--- src/rtl/sha256_msg_server.sv ---
`default_nettype none
// ============================================================================
// Module   : sha256_msg_server
// Purpose  : Word-fetch responder that serves 512-bit SHA-256 message chunks
//            to a hash core. It holds a byte-loaded 76-byte header prefix
//            and a 32-bit nonce counter. Padding and length words are
//            generated on the fly, so the core needs no full message RAM.
//              mode 0 : header chunk 0 (header words 0..15)
//              mode 1 : header tail + byte-swapped nonce + padding
//              mode 2 : first-pass digest + padding (second pass)
//              mode 3 : reserved, every word reads as zero
// Ports    : clk, rst                 - clock, synchronous active-high reset
//            load_valid/byte/restart  - serial header byte load path
//            hdr_ready                - all 76 prefix bytes are loaded
//            nonce_inc/clr, nonce     - nonce counter control and value
//            mode, digest_in          - chunk select, first-pass digest
//            rq, addr, rdy, data      - word request/response handshake
//            chunk_done               - pulses together with the word-15 rdy
// Revision : 1.0 - initial release
// ============================================================================
module sha256_msg_server #(
  parameter int LEN_CHUNK1 = 640,
  parameter int LEN_CHUNK2 = 256
) (
  input  logic         clk,
  input  logic         rst,
  input  logic         load_valid,
  input  logic [7:0]   load_byte,
  input  logic         load_restart,
  output logic         hdr_ready,
  input  logic         nonce_inc,
  input  logic         nonce_clr,
  output logic [31:0]  nonce,
  input  logic [1:0]   mode,
  input  logic [255:0] digest_in,
  input  logic         rq,
  input  logic [3:0]   addr,
  output logic         rdy,
  output logic [31:0]  data,
  output logic         chunk_done
);

  localparam logic [6:0]  HDR_BYTES = 7'd76;
  localparam logic [31:0] PAD_WORD  = 32'h8000_0000;

  // Header store: 19 big-endian words. Not reset, so no reset fan-out here.
  logic [31:0] hw [0:18];
  logic [6:0]  lp;
  logic [31:0] nonce_swapped;
  logic [31:0] word;
  logic        load_write;

  // A restart in the same cycle drops the byte. A full store ignores bytes.
  assign load_write = load_valid && !load_restart && (lp < HDR_BYTES);

  always_ff @(posedge clk) begin
    if (load_write) begin
      case (lp[1:0])
        2'd0:    hw[lp[6:2]][31:24] <= load_byte;
        2'd1:    hw[lp[6:2]][23:16] <= load_byte;
        2'd2:    hw[lp[6:2]][15:8]  <= load_byte;
        default: hw[lp[6:2]][7:0]   <= load_byte;
      endcase
    end
  end

  always_ff @(posedge clk) begin
    if (rst) begin
      lp        <= 7'd0;
      hdr_ready <= 1'b0;
    end else if (load_restart) begin
      lp        <= 7'd0;
      hdr_ready <= 1'b0;
    end else if (load_write) begin
      lp        <= lp + 7'd1;
      hdr_ready <= (lp == HDR_BYTES - 7'd1);
    end
  end

  always_ff @(posedge clk) begin
    if (rst || nonce_clr) begin
      nonce <= 32'h0;
    end else if (nonce_inc) begin
      nonce <= nonce + 32'h1;
    end
  end

  // The nonce sits little-endian in the header, but words are read big-endian.
  assign nonce_swapped = {nonce[7:0], nonce[15:8], nonce[23:16], nonce[31:24]};

  always_comb begin
    word = 32'h0;
    case (mode)
      2'd0: word = hw[addr];
      2'd1: begin
        case (addr)
          4'd0:    word = hw[16];
          4'd1:    word = hw[17];
          4'd2:    word = hw[18];
          4'd3:    word = nonce_swapped;
          4'd4:    word = PAD_WORD;
          4'd15:   word = 32'(LEN_CHUNK1);
          default: word = 32'h0;
        endcase
      end
      2'd2: begin
        case (addr)
          4'd0:    word = digest_in[255:224];
          4'd1:    word = digest_in[223:192];
          4'd2:    word = digest_in[191:160];
          4'd3:    word = digest_in[159:128];
          4'd4:    word = digest_in[127:96];
          4'd5:    word = digest_in[95:64];
          4'd6:    word = digest_in[63:32];
          4'd7:    word = digest_in[31:0];
          4'd8:    word = PAD_WORD;
          4'd15:   word = 32'(LEN_CHUNK2);
          default: word = 32'h0;
        endcase
      end
      default: word = 32'h0;
    endcase
  end

  // The requester still holds rq in the cycle it sees rdy. Answering only when
  // rdy is low forces rdy to drop after one cycle and blocks a double reply.
  always_ff @(posedge clk) begin
    if (rst) begin
      rdy        <= 1'b0;
      data       <= 32'h0;
      chunk_done <= 1'b0;
    end else if (rq && !rdy) begin
      rdy        <= 1'b1;
      data       <= word;
      chunk_done <= (addr == 4'd15);
    end else begin
      rdy        <= 1'b0;
      chunk_done <= 1'b0;
    end
  end

endmodule
`default_nettype wire

--- config.mk ---
export PLATFORM = sky130hd
export DESIGN_NAME = sha256_msg_server
export DESIGN_NICKNAME = d
export VERILOG_FILES = /design/src/rtl/sha256_msg_server.sv
export SDC_FILE = /design/constraint.sdc
export NUM_CORES = 1
export LEC_CHECK = 0
export BUFFER_PORTS_ARGS = -buffer_cell sky130_fd_sc_hd__buf_4
export CAP_MARGIN = 20
export CORE_AREA = 2 2 227 252
export CTS_CLUSTER_DIAMETER = 200
export CTS_CLUSTER_SIZE = 24
export DETAILED_ROUTE_END_ITERATION = 10
export DIE_AREA = 0 0 229 254
export GPL_ROUTABILITY_DRIVEN = 0
export HOLD_SLACK_MARGIN = 0.08
export MAX_ROUTING_LAYER = met4
export PLACE_DENSITY = 0.78
export SKIP_CTS_REPAIR_TIMING = 1
export SLEW_MARGIN = 25
export SYNTH_ARGS = -nofsm -noshare
export SYNTH_HDL_FRONTEND = slang
export SYNTH_SLANG_ARGS = --single-unit
--- constraint.sdc ---
create_clock -name clk -period 2.9 [get_ports clk]
set_input_delay 0.87 -clock clk [delete_from_list [all_inputs] [get_ports clk]]
set_output_delay 0.87 -clock clk [all_outputs]
set_load 0.02 [all_outputs]
==> metrics.txt <==
status finished, final reports clean; die area 58200 um^2; Crit Reg-Reg Startpoint lp[2]; total CTS buffers 34; Max Cap Violations 0; Crit Path Class in2reg; Critical path origin addr[0]; dpl hpwl 66000 um; most common cell after layout, fill and taps aside edfxtp_1; period utilization 0.933; vias post-DR 19600; Routed WL per cell 31.3 um; DRT iter0 DRCs 3187; CTS root buf clkbuf_16; Util after Layout 0.628; Initial Util 0.525; asr flop ratio synth 0; R2R setup slack 510 ps; Layout Skew 32.8 ps; HP Class reg2reg; R2R depth 5; Nets 2473; vias per cell 6.62; worst vdd ir 0.337 mV; worst endpoint required time 3310 ps; Final Hold Viols 0; PD cells 508 nW/um^2; DRC 0; ys flop type edfxtp_1; Fill cells 3829; setup repair after global routing missed its margin no; Relative slew margins 0.268; most used cell, CP a221oi_1; Die Width 229 um; CP max-delay cell a221oi_1; CP Max Fanout 16; Final Max Slew Viols 0; Post-Syn Nets 2015; Core Footprint 55600 um^2; First-pass DRT Iterations 8; CP endpoint data[15]; worst path cell trace buf_8 > buf_12 > buf_4 > mux4_2 > a22oi_1 > a21oi_1 > a221oi_1 > a221oi_1; total power 17700 uW; share of layout cells above drive strength 1 0.357; nature of the critical path endpoint flip-flop; Reg clk slew, reported paths 100 ps; startpoint types input pin; first-pass GRT wire length 134000 um; vias in the first global route 19300; average cell area after synthesis 16.9 um^2; Core Rows 91; Final setup viols 0; worst skew pair latency 560 ps; CTS tree built; H-tree lvl count 2; crit-path max cell delay 620 ps; PortBufs 343; global route overflow 0; CTS Buffer Depth 3; Peak Freq 369 MHz; Worst Path Arrival 3120 ps; worst reg2reg endpoint hw[13][6]; CTS Sinks 682; Pleak 0.0119 uW; Synth cell types 66; register area share after synthesis 0.676; Synth Instances 1732; largest net degree at the start of global routing 77; most frequent cells in the layout edfxtp_1 (608), buf_4 (518), mux4_2 (151); final WL 92800 um; Layout area overhead 19.5%; Total Neg Setup Slack 0 ps; fin crit period 2710 ps; Cell Area, Synth 29200 um^2; yosys warns 0; initial antenna violation count 10; I/O Pins 344; Yosys reg bits 682; actual slew at the worst max-slew pin 1100 ps; Post-synth EDFFs 608; Tot GR Track Use 0.331; remaining antenna violation count 0; Die H 254 um
-- state kept, by name, summed over array words and instances (netlist names) --
name	cells
nonce	32
hdr_ready	1
data	32
chunk_done	1
hw	608
rdy	1
lp	7
-- worst min path at each step --
stage | from | to | depth (start not counted)
finish | data[19] | data[19] | 2
CTS | data[19] | data[19] | 2
global placement | data[27] | data[27] | 2
floorplan | nonce[22] | nonce[22] | 2
detailed placement | data[19] | data[19] | 2
global route | data[25] | data[25] | 2
-- per-layer routing --
layer / GRT usage / vias to the layer above / share of wire
met1: 0.384 / 9736 / 0.33
met3: 0.0770 / 355 / 0.11
met2: 0.519 / 1538 / 0.48
met4: 0.219 / 0 / 0.085
met5: - / - / 0
li1: - / 7995 / -
-- cell families after synthesis --
| family | after synthesis | synth area share |
|---|---|---|
| DFF | 682 | 0.676 |
| adders and majority gates | 6 | 0.00257 |
| buffers and inverters | 138 | 0.0255 |
| muxes | 231 | 0.154 |
| AOI/OAI and AO/OA | 299 | 0.0775 |
| and+or+nand+nor | 344 | 0.0552 |
| xor gates and xnor gates | 32 | 0.00960 |
-- critical path, delay by kind of cell --
kind / cells / cell delay (ps)
muxes: 1 / 500
AOI/OAI and AO/OA: 4 / 1130
buffers and inverters: 3 / 560
-- cells in the mapped netlist (16+ instances only) --
cell,number,area share
mux4_2,151,0.12
a221oi_1,36,0.011
nand3_1,31,0.0053
mux2i_1,34,0.012
buf_2,50,0.0086
nand2_1,90,0.012
a22oi_1,54,0.014
edfxtp_1,608,0.63
dfxtp_1,74,0.051
nor2_1,125,0.016
a32oi_1,16,0.0048
clkbuf_1,43,0.0055
xnor2_1,23,0.0069
a22o_1,37,0.011
o21ai_0,31,0.0053
mux2_2,31,0.012
a21oi_1,32,0.0055
-- report_power, final --
group / switching (uW) / internal, uW / total, uW / leakage (uW)
sequential: 26.9 / 10700 / 10700 / 0.00606
combinational: 982 / 819 / 1800 / 0.00541
clock: 2920 / 2290 / 5200 / 0.000464
total: 3930 / 13800 / 17700 / 0.0119
-- cell type report --
type | instances | area (um^2) | share of cell area
clock inverters | 2 | 25.0 | 0.000717
repair buffers | 546 | 4440 | 0.127
flip-flops and latches | 682 | 19700 | 0.566
clock buffers | 53 | 943 | 0.0270
multi-input cells | 912 | 8730 | 0.250
diodes | 10 | 25.0 | 0.000717
well taps | 744 | 931 | 0.0267
inverters | 14 | 52.6 | 0.00151
-- per-stage QoR --
| step | setup slack, ps | instances | instance area, um^2 | hold WS (ps) |
|---|---|---|---|---|
| 2_1_floorplan | 408 | 1732 | 29200 | 557 |
| 3_3_place_gp | -242 | 2898 | 33900 | 485 |
| 3_5_place_dp | -305 | 2898 | 33900 | 495 |
| 4_1_cts | 278 | 2953 | 34900 | 508 |
| 5_1_grt | 198 | 2963 | 34900 | 534 |
| 6_report | 193 | 2963 | 34900 | 512 |
No activity file was read; power rests on OpenSTA's default activity.
